`src/rtl/wb_arbiter_pkg.sv`:
```
// Shared types for the two-master Wishbone arbiter in front of the SRAM port.
// Defines the FSM states, the master index type and the default bus widths.
package wb_arbiter_pkg;

    localparam int DEF_ADDR_WIDTH = 23;
    localparam int DEF_DATA_WIDTH = 8;

    typedef enum logic [1:0] {
        IDLE  = 2'd0,
        BUSY  = 2'd1,
        DRAIN = 2'd2
    } arb_state_t;

    typedef enum logic {
        M0 = 1'b0,
        M1 = 1'b1
    } master_t;

    function automatic master_t other(input master_t m);
        return (m == M0) ? M1 : M0;
    endfunction

endpackage

```
`src/rtl/wb_if.sv`:
```
// Pipelined Wishbone link. dat_m carries write data (master to slave) and
// dat_s carries read data (slave to master).
interface wb_if
    import wb_arbiter_pkg::*;
#(
    parameter int ADDR_WIDTH = DEF_ADDR_WIDTH,
    parameter int DATA_WIDTH = DEF_DATA_WIDTH
);
    logic                  cyc;
    logic                  stb;
    logic                  we;
    logic [ADDR_WIDTH-1:0] adr;
    logic [DATA_WIDTH-1:0] dat_m;
    logic [DATA_WIDTH-1:0] dat_s;
    logic                  ack;
    logic                  err;
    logic                  rty;
    logic                  stall;

    modport master (
        output cyc, stb, we, adr, dat_m,
        input  dat_s, ack, err, rty, stall
    );

    modport slave (
        input  cyc, stb, we, adr, dat_m,
        output dat_s, ack, err, rty, stall
    );
endinterface

```
`src/rtl/wb_txn_tracker.sv`:
```
// Counts accepted-but-unanswered strobes and runs the no-response watchdog.
// Responses that arrive with nothing outstanding do not move the counter.
module wb_txn_tracker
    import wb_arbiter_pkg::*;
#(
    parameter int MAX_OUTSTANDING = 3,
    parameter int TIMEOUT         = 255
) (
    input  logic       clk_i,
    input  logic       rst_ni,
    input  logic       accept,
    input  logic       response,
    input  logic       clear,
    output logic [2:0] count,
    output logic       full,
    output logic       empty,
    output logic       timeout,
    output logic       resp_valid
);
    logic [7:0] timer;

    assign empty      = (count == 3'd0);
    assign full       = (count == 3'(MAX_OUTSTANDING));
    assign timeout    = (timer == 8'(TIMEOUT));
    assign resp_valid = response & ~empty;

    always_ff @(posedge clk_i or negedge rst_ni) begin
        if (!rst_ni) begin
            count <= 3'd0;
            timer <= 8'd0;
        end else if (clear) begin
            count <= 3'd0;
            timer <= 8'd0;
        end else begin
            if (accept && !resp_valid) begin
                count <= count + 3'd1;
            end else if (!accept && resp_valid) begin
                count <= count - 3'd1;
            end
            // Any response, even a stray one, proves the slave is alive.
            if (empty || response) begin
                timer <= 8'd0;
            end else begin
                timer <= timer + 8'd1;
            end
        end
    end
endmodule

```
`src/rtl/wb_arbiter.sv`:
```
// Round-robin arbiter sharing one pipelined Wishbone slave between two masters.
// A grant lasts a whole cyc session; orphaned responses are drained before regrant.
module wb_arbiter
    import wb_arbiter_pkg::*;
#(
    parameter int ADDR_WIDTH      = DEF_ADDR_WIDTH,
    parameter int DATA_WIDTH      = DEF_DATA_WIDTH,
    parameter int MAX_OUTSTANDING = 3,
    parameter int TIMEOUT         = 255
) (
    input logic clk_i,
    input logic rst_ni,
    wb_if.slave  m0,
    wb_if.slave  m1,
    wb_if.master s
);
    arb_state_t state;
    master_t    owner;
    master_t    last;

    logic [2:0] count;
    logic       full;
    logic       empty;
    logic       timeout;
    logic       resp_valid;
    logic       accept;
    logic       response;
    logic       clear;
    logic       drain_done;

    logic                  own_cyc;
    logic                  own_stb;
    logic                  own_we;
    logic [ADDR_WIDTH-1:0] own_adr;
    logic [DATA_WIDTH-1:0] own_dat;

    logic                  s_cyc_c;
    logic                  s_stb_c;
    logic                  s_we_c;
    logic [ADDR_WIDTH-1:0] s_adr_c;
    logic [DATA_WIDTH-1:0] s_dat_c;
    logic                  rsp_stall;
    logic                  rsp_ack;
    logic                  rsp_err;
    logic                  rsp_rty;
    logic                  m0_sel;
    logic                  m1_sel;

    assign own_cyc = (owner == M1) ? m1.cyc   : m0.cyc;
    assign own_stb = (owner == M1) ? m1.stb   : m0.stb;
    assign own_we  = (owner == M1) ? m1.we    : m0.we;
    assign own_adr = (owner == M1) ? m1.adr   : m0.adr;
    assign own_dat = (owner == M1) ? m1.dat_m : m0.dat_m;

    assign response   = s.ack | s.err | s.rty;
    assign accept     = s_stb_c & ~s.stall;
    assign clear      = timeout & (state != IDLE);
    assign drain_done = empty | ((count == 3'd1) & resp_valid);

    wb_txn_tracker #(
        .MAX_OUTSTANDING (MAX_OUTSTANDING),
        .TIMEOUT         (TIMEOUT)
    ) u_tracker (
        .clk_i      (clk_i),
        .rst_ni     (rst_ni),
        .accept     (accept),
        .response   (response),
        .clear      (clear),
        .count      (count),
        .full       (full),
        .empty      (empty),
        .timeout    (timeout),
        .resp_valid (resp_valid)
    );

    always_comb begin
        s_cyc_c   = 1'b0;
        s_stb_c   = 1'b0;
        s_we_c    = 1'b0;
        s_adr_c   = '0;
        s_dat_c   = '0;
        rsp_stall = 1'b1;
        rsp_ack   = 1'b0;
        rsp_err   = 1'b0;
        rsp_rty   = 1'b0;
        case (state)
            BUSY: begin
                if (timeout) begin
                    // Watchdog abort: release the slave and report the failure.
                    rsp_err = 1'b1;
                end else begin
                    s_cyc_c   = own_cyc;
                    s_stb_c   = own_cyc & own_stb & ~full;
                    s_we_c    = own_we;
                    s_adr_c   = own_adr;
                    s_dat_c   = own_dat;
                    rsp_stall = s.stall | full;
                    rsp_ack   = s.ack & ~empty;
                    rsp_err   = s.err & ~empty;
                    rsp_rty   = s.rty & ~empty;
                end
            end
            DRAIN: begin
                s_cyc_c = 1'b1;
            end
            default: begin
            end
        endcase
    end

    assign s.cyc   = s_cyc_c;
    assign s.stb   = s_stb_c;
    assign s.we    = s_we_c;
    assign s.adr   = s_adr_c;
    assign s.dat_m = s_dat_c;

    assign m0_sel = (state == BUSY) && (owner == M0);
    assign m1_sel = (state == BUSY) && (owner == M1);

    assign m0.stall = m0_sel ? rsp_stall : 1'b1;
    assign m0.ack   = m0_sel & rsp_ack;
    assign m0.err   = m0_sel & rsp_err;
    assign m0.rty   = m0_sel & rsp_rty;
    assign m0.dat_s = s.dat_s;

    assign m1.stall = m1_sel ? rsp_stall : 1'b1;
    assign m1.ack   = m1_sel & rsp_ack;
    assign m1.err   = m1_sel & rsp_err;
    assign m1.rty   = m1_sel & rsp_rty;
    assign m1.dat_s = s.dat_s;

    always_ff @(posedge clk_i or negedge rst_ni) begin
        if (!rst_ni) begin
            state <= IDLE;
            owner <= M0;
            last  <= M1;
        end else begin
            case (state)
                IDLE: begin
                    if (m0.cyc && m1.cyc) begin
                        owner <= other(last);
                        last  <= other(last);
                        state <= BUSY;
                    end else if (m0.cyc) begin
                        owner <= M0;
                        last  <= M0;
                        state <= BUSY;
                    end else if (m1.cyc) begin
                        owner <= M1;
                        last  <= M1;
                        state <= BUSY;
                    end
                end
                BUSY: begin
                    if (timeout) begin
                        state <= IDLE;
                    end else if (!own_cyc) begin
                        state <= drain_done ? IDLE : DRAIN;
                    end
                end
                DRAIN: begin
                    if (timeout || drain_done) begin
                        state <= IDLE;
                    end
                end
                default: state <= IDLE;
            endcase
        end
    end
endmodule

```
`src/flat_wrapper.sv`:
```
// flat-port wrapper written by rule: the top's interface ports become plain ports
module wb_arbiter_flat import wb_arbiter_pkg::*;
#(
    parameter int ADDR_WIDTH      = DEF_ADDR_WIDTH,
    parameter int DATA_WIDTH      = DEF_DATA_WIDTH,
    parameter int MAX_OUTSTANDING = 3,
    parameter int TIMEOUT         = 255
)
  (clk_i, rst_ni, m0_cyc, m0_stb, m0_we, m0_adr, m0_dat_m, m0_dat_s, m0_ack, m0_err, m0_rty, m0_stall, m1_cyc, m1_stb, m1_we, m1_adr, m1_dat_m, m1_dat_s, m1_ack, m1_err, m1_rty, m1_stall, s_cyc, s_stb, s_we, s_adr, s_dat_m, s_dat_s, s_ack, s_err, s_rty, s_stall);
  wb_if #(.ADDR_WIDTH(ADDR_WIDTH), .DATA_WIDTH(DATA_WIDTH)) m0_i ();
  wb_if #(.ADDR_WIDTH(ADDR_WIDTH), .DATA_WIDTH(DATA_WIDTH)) m1_i ();
  wb_if #(.ADDR_WIDTH(ADDR_WIDTH), .DATA_WIDTH(DATA_WIDTH)) s_i ();
  input logic clk_i;
  input logic rst_ni;
  input wire logic [$bits(m0_i.cyc)-1:0] m0_cyc;
  input wire logic [$bits(m0_i.stb)-1:0] m0_stb;
  input wire logic [$bits(m0_i.we)-1:0] m0_we;
  input wire logic [$bits(m0_i.adr)-1:0] m0_adr;
  input wire logic [$bits(m0_i.dat_m)-1:0] m0_dat_m;
  output wire logic [$bits(m0_i.dat_s)-1:0] m0_dat_s;
  output wire logic [$bits(m0_i.ack)-1:0] m0_ack;
  output wire logic [$bits(m0_i.err)-1:0] m0_err;
  output wire logic [$bits(m0_i.rty)-1:0] m0_rty;
  output wire logic [$bits(m0_i.stall)-1:0] m0_stall;
  input wire logic [$bits(m1_i.cyc)-1:0] m1_cyc;
  input wire logic [$bits(m1_i.stb)-1:0] m1_stb;
  input wire logic [$bits(m1_i.we)-1:0] m1_we;
  input wire logic [$bits(m1_i.adr)-1:0] m1_adr;
  input wire logic [$bits(m1_i.dat_m)-1:0] m1_dat_m;
  output wire logic [$bits(m1_i.dat_s)-1:0] m1_dat_s;
  output wire logic [$bits(m1_i.ack)-1:0] m1_ack;
  output wire logic [$bits(m1_i.err)-1:0] m1_err;
  output wire logic [$bits(m1_i.rty)-1:0] m1_rty;
  output wire logic [$bits(m1_i.stall)-1:0] m1_stall;
  output wire logic [$bits(s_i.cyc)-1:0] s_cyc;
  output wire logic [$bits(s_i.stb)-1:0] s_stb;
  output wire logic [$bits(s_i.we)-1:0] s_we;
  output wire logic [$bits(s_i.adr)-1:0] s_adr;
  output wire logic [$bits(s_i.dat_m)-1:0] s_dat_m;
  input wire logic [$bits(s_i.dat_s)-1:0] s_dat_s;
  input wire logic [$bits(s_i.ack)-1:0] s_ack;
  input wire logic [$bits(s_i.err)-1:0] s_err;
  input wire logic [$bits(s_i.rty)-1:0] s_rty;
  input wire logic [$bits(s_i.stall)-1:0] s_stall;
  assign m0_i.cyc = m0_cyc;
  assign m0_i.stb = m0_stb;
  assign m0_i.we = m0_we;
  assign m0_i.adr = m0_adr;
  assign m0_i.dat_m = m0_dat_m;
  assign m0_dat_s = m0_i.dat_s;
  assign m0_ack = m0_i.ack;
  assign m0_err = m0_i.err;
  assign m0_rty = m0_i.rty;
  assign m0_stall = m0_i.stall;
  assign m1_i.cyc = m1_cyc;
  assign m1_i.stb = m1_stb;
  assign m1_i.we = m1_we;
  assign m1_i.adr = m1_adr;
  assign m1_i.dat_m = m1_dat_m;
  assign m1_dat_s = m1_i.dat_s;
  assign m1_ack = m1_i.ack;
  assign m1_err = m1_i.err;
  assign m1_rty = m1_i.rty;
  assign m1_stall = m1_i.stall;
  assign s_cyc = s_i.cyc;
  assign s_stb = s_i.stb;
  assign s_we = s_i.we;
  assign s_adr = s_i.adr;
  assign s_dat_m = s_i.dat_m;
  assign s_i.dat_s = s_dat_s;
  assign s_i.ack = s_ack;
  assign s_i.err = s_err;
  assign s_i.rty = s_rty;
  assign s_i.stall = s_stall;
  wb_arbiter #(.ADDR_WIDTH(ADDR_WIDTH), .DATA_WIDTH(DATA_WIDTH), .MAX_OUTSTANDING(MAX_OUTSTANDING), .TIMEOUT(TIMEOUT)) u_core (.clk_i(clk_i), .rst_ni(rst_ni), .m0(m0_i), .m1(m1_i), .s(s_i));
endmodule
```
`config.mk`:
```
export PLATFORM = sky130hd
export DESIGN_NAME = wb_arbiter_flat
export DESIGN_NICKNAME = d
export VERILOG_FILES = /design/src/rtl/wb_arbiter_pkg.sv /design/src/rtl/wb_if.sv /design/src/rtl/wb_txn_tracker.sv /design/src/rtl/wb_arbiter.sv /design/src/flat_wrapper.sv
export SDC_FILE = /design/constraint.sdc
export NUM_CORES = 1
export LEC_CHECK = 0
export BUFFER_PORTS_ARGS = -buffer_cell sky130_fd_sc_hd__buf_2
export CAP_MARGIN = 30
export CORE_MARGIN = 2
export CORE_UTILIZATION = 43
export DETAILED_ROUTE_END_ITERATION = 16
export GPL_TIMING_DRIVEN = 0
export PLACE_DENSITY_LB_ADDON = 0.1
export SYNTH_ARGS = -nofsm -noshare
export SYNTH_HDL_FRONTEND = slang
export SYNTH_HIERARCHICAL = 1
export SYNTH_SLANG_ARGS = --single-unit
export TNS_END_PERCENT = 50
```
`constraint.sdc`:
```
create_clock -name clk_i -period 5.2 [get_ports clk_i]
set_input_delay 1.04 -clock clk_i [delete_from_list [all_inputs] [get_ports clk_i]]
set_output_delay 1.04 -clock clk_i [all_outputs]
set_load 0.005 [all_outputs]
```
==> summary.md, run 1 <==
| Metric | Value |
|---|---|
| Status | finished clean |
| Layout fillers | 356 |
| CTS Hold Bufs | 0 |
| H-tree depth | 1 |
| Busiest grt layer | met2 |
| Setup Total Neg Slack | 0 ns |
| Pwr Density | 397 nW/um^2 |
| Routed vias | 1,961 |
| R2R depth | 12 |
| Initial Utilization | 44.1% |
| Clock tree buffer depth | 2 |
| Max_cap viols | 0 |
| Initial DRC Count | 113 |
| Min-delay src | u_core/u_tracker/timer[0]$_DFF_PN0_ |
| Leakage | 1.39 nW |
| WL/cell | 13.1 um |
| Number of synthesized register bits | 15 |
| Commonest cells after routing, fill and taps aside | buf_2 (132), nor2_1 (42), mux2i_1 (33) |
| Worst Setup SP | u_core/u_tracker/timer[0]$_DFF_PN0_ |
| Root Buffer | clkbuf_8 |
| ANT cells | 0 |
| # setup viols final | 0 |
| Yosys top cell area share | 20.2% |
| Die H | 67.6 um |
| Most used DFF post-synth | dfrtp_1 |
| Vias in the first global route | 1,768 |
| Synth Instances | 216 |
| Reg2Reg Capture Point | u_core/u_tracker/count[1]$_DFFE_PN0P_ |
| Worst EP arrival | 3.62 ns |
| Endpoints failing hold | 0 |
| Number of flops mapped to enable cells by yosys | 0 |
| CP Max Fanout | 9 |
| Hpwl dp | 4500 um |
| Core area | 3940 sq um |
| Max-slew headroom | 42.4% |
| Crit path kind | reg -> reg |
| Nets | 440 |
| Synth-to-layout area growth | 44.0% |
| GRT Resource Usage Total | 21.7% |
| Routability cong. | 0.773 |
| Worst Hold Class | reg -> reg |
| First drt pass iteration count | 4 |
| Worst-skew pair later-pin latency | 0.25 ns |
| Crit path largest cell delay | 0.68 ns |
| Row cnt | 23 |
| Placed Cells | 397 |
| M3 GR Usage | 4.17% |
| YS warnings | 6 |
| Maximum VDD drop | 0.000187 V |
| Top cells by area, synth | dfrtp_1 (20%), mux2i_1 (19%), nor2_1 (9.1%) |
| Buffer and inverter count on the worst path | 1 |
| Critical Path End Type | flop |
| TritonCTS clock tree | built |
| Fin util | 63.5% |
| Hold Path Cell Cnt | 1 |
| Initial antenna violation count | 0 |
| DIE AREA | 4570 sq um |
| Startpoint Class | flop |
| Clock Pin Slew Worst Setup and Hold Paths | 0.06 ns |
| Worst hold slack | 0.478 ns |
| Fraction of layout cells with a size suffix above 1 | 48.4% |
| Total gr overflow | 0 |
| Number of setup buffers added after CTS | 0 |
| Die width | 67.6 um |
| Async SR Flop Fraction | 100% |
| Final worst-path cycle share | 66.6% |
| Crit path cell chain | ha_1 -> nand3_1 -> nor3_1 -> nor2b_1 -> clkbuf_1 -> nand3_1 -> nor3_1 -> nor2b_1 -> fa_1 -> nor2b_1 -> nand2_1 -> a311oi_1 |
| Worst-margin pin slew | 0.857 ns |
| Cell mode on critical path | nor2b_1 |
| Synth area leader | dfrtp_1 |
| Finished Layout Cells | 401 |
| Fmax | 289 MHz |
| Num CTS Buffers | 3 |
| Syn nets | 304 |
| CP delay by family, top | simple AND/OR/NAND/NOR gates |
| Via density | 4.89 |
| End of the worst hold path | u_core/u_tracker/timer[0]$_DFF_PN0_ |
| Worst R2R Start | u_core/u_tracker/timer[0]$_DFF_PN0_ |
| Register area share after synthesis | 21.7% |
| First-pass GRT wire length | 7530 um |
| Pin count of the biggest net entering global routing | 16 |
| Minimum clock period | 3.46 ns |
| Most common cell after layout, fill and taps aside | buf_2 |
| RSZ-0062 raised after global routing | false |
| Num ports | 140 |
| CTS resizes | 0 |
| CTS Sinks | 15 |
| Setup Skew | 0.00152 ns |
| DRC errors left | 0 |
| Post-Syn Area | 1740 sq um |
| Critical Path RT | 5.36 ns |
| Slowest stage cell, crit path | nor3_1 |
| DRT Wirelength | 5240 um |
| Met2 GRT Util | 40.2% |
| Grt met1 use | 25.4% |
| Mapped Avg Cell Area | 8.05 sq um |
| Max-slew violation count | 0 |
| Flop-to-flop setup slack | 1.74 ns |
| Port bufs | 131 |
| Routed Antenna Nets | 0 |
| Post-synth cell types | 49 |
## flip-flops by register name (all words and copies together) (netlist names)
name                    cells
u_core/u_tracker/timer      8
u_core/u_tracker/count      3
u_core/state                2
u_core/last                 1
u_core/owner                1
## stage by stage
| step | worst slack, ns | power, mW | cell area (sq um) |
|---|---|---|---|
| global route | 1.46 | 1.08 | 2500 |
| floorplan | 2.27 | 0.667 | 1740 |
| detailed placement | 1.72 | 0.904 | 2460 |
| global placement | 1.78 | 0.892 | 2460 |
| finish | 1.74 | 0.993 | 2500 |
| CTS | 1.74 | 1.00 | 2500 |
## worst max-delay path by stage
| stage | endpoint | cells after the start |
|---|---|---|
| 6_report | u_core/u_tracker/count[1]$_DFFE_PN0P_ | 12 |
| 5_1_grt | u_core/u_tracker/count[1]$_DFFE_PN0P_ | 12 |
| 4_1_cts | s_dat_m[7] | 7 |
| 3_5_place_dp | u_core/u_tracker/count[1]$_DFFE_PN0P_ | 9 |
| 3_3_place_gp | u_core/u_tracker/count[1]$_DFFE_PN0P_ | 9 |
| 2_1_floorplan | u_core/u_tracker/count[1]$_DFFE_PN0P_ | 8 |
## routing by layer
metal  part of all wire, %  routed length (um)
met1                    39                2020
met2                    54                2830
met3                   6.6                 347
met4                  0.74                  39
met5                     0                   0
## cell families after synthesis
kind of cell | count (synthesis) | share of synthesized area (%)
flip-flops | 15 | 21.7
multiplexers | 35 | 20.5
adder cells (fa/ha/maj) | 6 | 4.75
AO/OA/AOI/OAI | 24 | 10.8
AND/OR/NAND/NOR | 97 | 28.4
XOR/XNOR | 3 | 1.51
buffers and inverters | 36 | 12.4
## area by class of cell
type	instances	area, sq um	area share, %
well taps	50	62.6	2.50
multi-input cells	165	1150	45.8
plain buffers	26	178	7.10
inverters	10	37.5	1.50
clock inverters	1	5.00	0.200
flip-flops and latches	15	377	15.0
clock buffers	3	41.3	1.65
repair buffers	131	656	26.2
## where the power goes
group | total [mW] | internal [mW] | switching [mW]
Sequential | 0.184 | 0.149 | 0.0355
Combinational | 0.713 | 0.348 | 0.364
Clock | 0.0955 | 0.0531 | 0.0424
Total | 0.993 | 0.550 | 0.442
## Yosys cell counts (all sizes together) (2+ instances only)
master and n:
nor3 4, o21ai 3, nand4 3, mux2 2, xnor2 2, and3 3
clkbuf 3, nand3 5, nor2b 9, nor4bb 2, a21oi 8, inv 10
ha 5, or2b 2, buf 23, nand2 9, or3 6, dfrtp 14
nand2b 3, mux2i 33, nor2 45, a31oi 3
(Power assumes the default switching activity.)
==> run 2, diff against run 1 <==
Settings changed: CORE_UTILIZATION 43 to 40.
Clock period 5.2 ns to 3.26 ns, I/O delays scaled along.
==> summary.md, run 2 (same netlist as run 1, synthesis figures left out) <==
| Metric | Value |
|---|---|
| Status | finished clean |
| Die width | 69.9 um (+3.5%) |
| Fin util | 61.6% (-1.8 points) |
| Num ports | 140 (unchanged) |
| CP Max Fanout | 9 (unchanged) |
| Port bufs | 131 (unchanged) |
| Routed vias | 1,961 (unchanged) |
| Row cnt | 23 (unchanged) |
| First drt pass iteration count | 4 (unchanged) |
| # setup viols final | 0 (unchanged) |
| Initial DRC Count | 51 (-55%) |
| Area of the multi-input gates | 1160 sq um (+1.4%) |
| Most common cell after layout, fill and taps aside | buf_2 |
| Clock tree buffer depth | 2 (unchanged) |
| Pin count of the biggest net entering global routing | 16 (unchanged) |
| TritonCTS clock tree | built |
| RSZ-0062 raised after global routing | true |
| Critical Path End Type | flop |
| Num CTS Buffers | 3 (unchanged) |
| Crit path cell chain | ha_1 -> nand3_1 -> nor3_2 -> nor2b_1 -> clkbuf_1 -> nand3_1 -> nor3_4 -> nor2b_1 -> fa_1 -> nor2b_1 -> nand2_1 -> a311oi_1 |
| Buffer and inverter count on the worst path | 1 (unchanged) |
| CTS Sinks | 15 (unchanged) |
| Setup Skew | 0.00603 ns (+0.00451 ns) |
| Initial Utilization | 42.5% (-1.6 points) |
| WL/cell | 12.7 um (-2.9%) |
| Grt met1 use | 22.1% (-3.3 points) |
| Fmax | 321 MHz (+11%) |
| Routed Antenna Nets | 0 (unchanged) |
| Synth-to-layout area growth | 44.9% |
| Flop-to-flop setup slack | 0.14 ns (-1.60 ns) |
| M3 GR Usage | 3.61% (-0.56 points) |
| Clock Pin Slew Worst Setup and Hold Paths | 0.06 ns (about the same) |
| DRT Wirelength | 5090 um (-2.9%) |
| Layout fillers | 366 (+2.8%) |
| DIE AREA | 4890 sq um (+7.0%) |
| Root Buffer | clkbuf_8 |
| Max-slew violation count | 0 (unchanged) |
| Leakage | 1.39 nW (about the same) |
| Worst hold slack | 0.291 ns (-0.188 ns) |
| CTS Hold Bufs | 0 (unchanged) |
| CP delay by family, top | simple AND/OR/NAND/NOR gates |
| Reg2Reg Capture Point | u_core/u_tracker/count[1]$_DFFE_PN0P_ |
| Worst-skew pair later-pin latency | 0.25 ns (about the same) |
| Finished Layout Cells | 401 (unchanged) |
| Routability cong. | 0.832 (+7.7%) |
| GRT Resource Usage Total | 19.8% (-1.8 points) |
| DRC errors left | 0 (unchanged) |
| Startpoint Class | flop |
| Nets | 440 (unchanged) |
| Commonest cells after routing, fill and taps aside | buf_2 (132), nor2_1 (42), mux2i_1 (33) |
| Crit path kind | reg -> reg |
| ANT cells | 0 (unchanged) |
| Critical Path RT | 3.41 ns (-1.95 ns) |
| Crit path largest cell delay | 0.44 ns (-0.24 ns) |
| Worst EP arrival | 3.27 ns (-0.35 ns) |
| Max_cap viols | 0 (unchanged) |
| Largest regs | u_core/u_tracker/timer: 8 flops, u_core/u_tracker/count: 3 flops, u_core/state: 2 flops |
| Register area | 377 sq um (unchanged) |
| Worst-margin pin slew | 0.512 ns (-0.345 ns) |
| Via density | 4.89 (unchanged) |
| Busiest grt layer | met2 |
| Final worst-path cycle share | 95.7% (+29 points) |
| Max-slew headroom | 65.6% (+23 points) |
| Worst R2R Start | u_core/u_tracker/timer[0]$_DFF_PN0_ |
| Initial antenna violation count | 0 (unchanged) |
| Number of setup buffers added after CTS | 0 (unchanged) |
| Worst Hold Class | in -> async |
| Core area | 4090 sq um (+3.6%) |
| Worst slack, placed | -0.118 ns (-1.84 ns) |
| Hpwl dp | 4250 um (-5.6%) |
| Largest register FFs | 8 (unchanged) |
| Maximum VDD drop | 0.000328 V (+75%) |
| R2R depth | 12 (unchanged) |
| Met2 GRT Util | 37.5% (-2.7 points) |
| Fraction of layout cells with a size suffix above 1 | 49.0% (+0.57 points) |
| Slowest stage cell, crit path | fa_1 |
| Die H | 69.9 um (+3.5%) |
| Register with the most flip-flops | u_core/u_tracker/timer |
| Minimum clock period | 3.12 ns (-0.344 ns) |
| First-pass GRT wire length | 8040 um (+6.7%) |
| Vias in the first global route | 1,875 (+6.1%) |
| Pwr Density | 625 nW/um^2 (+58%) |
| Placed Cells | 397 (unchanged) |
| Endpoints failing hold | 0 (unchanged) |
| H-tree depth | 1 (unchanged) |
| Cell mode on critical path | nor2b_1 |
| Final worst setup slack | 0.140 ns (-1.60 ns) |
| Total gr overflow | 0 (unchanged) |
-- run 2: changes by cell type in the layout (fill, tap and decap cells not counted) --
cell,change
nor3_1,-2
nor3_2,+1
nor3_4,+1
-- run 2: stage by stage --
stage | TNS, ns | cell area [sq um] | power [mW]
floorplan | 0 | 1740 | 1.06
global placement | -0.0678 | 2460 | 1.41
detailed placement | -0.118 | 2460 | 1.42
CTS | 0 | 2510 | 1.58
global route | -0.101 | 2520 | 1.72
finish | 0 | 2520 | 1.57
-- run 2: power breakdown --
group	total [mW]	internal, mW	leakage [nW]	switching, mW
sequential	0.295	0.237	0.194	0.0582
clock	0.152	0.0847	0.0255	0.0672
combinational	1.13	0.556	1.17	0.571
total	1.57	0.878	1.39	0.696
-- run 2: what timing repair did --
action | CTS | global route
endpoints found under the setup margin | 2 | 13
endpoints found under the hold margin | 0 | 0
gates cloned | 0 | 0
gates resized for setup | 1 | 2
pin swaps | 0 | 0
-- run 2: area by class of cell --
cell class / instances / area share (%)
well taps: 50 / 2.48
multi-input cells: 165 / 46.1
flip-flops and latches: 15 / 15.0
clock buffers: 3 / 1.64
clock inverters: 1 / 0.199
repair buffers: 131 / 26.0
inverters: 10 / 1.49
plain buffers: 26 / 7.05
-- run 2: worst reg2reg max path: cells and delay by family (launching register included) --
family	cells	cell delay [ns]
AO/OA/AOI/OAI	1	0.25
adder cells (fa/ha/maj)	2	0.68
buffers and inverters	1	0.28
flip-flops	1	0.41
AND/OR/NAND/NOR	8	1.41
-- run 2: worst max path at each step --
stage | from | to | slack (ns) | cells after the start
2_1_floorplan | u_core/u_tracker/timer[0]$_DFF_PN0_ | u_core/u_tracker/count[1]$_DFFE_PN0P_ | 0.34 | 12
3_3_place_gp | u_core/u_tracker/timer[0]$_DFF_PN0_ | u_core/u_tracker/count[1]$_DFFE_PN0P_ | -0.07 | 12
3_5_place_dp | u_core/u_tracker/timer[0]$_DFF_PN0_ | u_core/u_tracker/count[1]$_DFFE_PN0P_ | -0.12 | 12
4_1_cts | u_core/u_tracker/timer[0]$_DFF_PN0_ | u_core/u_tracker/count[2]$_DFFE_PN0P_ | 0.03 | 12
5_1_grt | u_core/u_tracker/timer[0]$_DFF_PN0_ | u_core/u_tracker/count[1]$_DFFE_PN0P_ | -0.10 | 12
6_report | u_core/u_tracker/timer[0]$_DFF_PN0_ | u_core/u_tracker/count[1]$_DFFE_PN0P_ | 0.14 | 12
-- run 2: metal layers --
metal,vias to the layer above,wire length [um]
met5,-,0
li1,1001,-
met2,78,2670
met4,0,76
met1,875,2010
met3,7,329
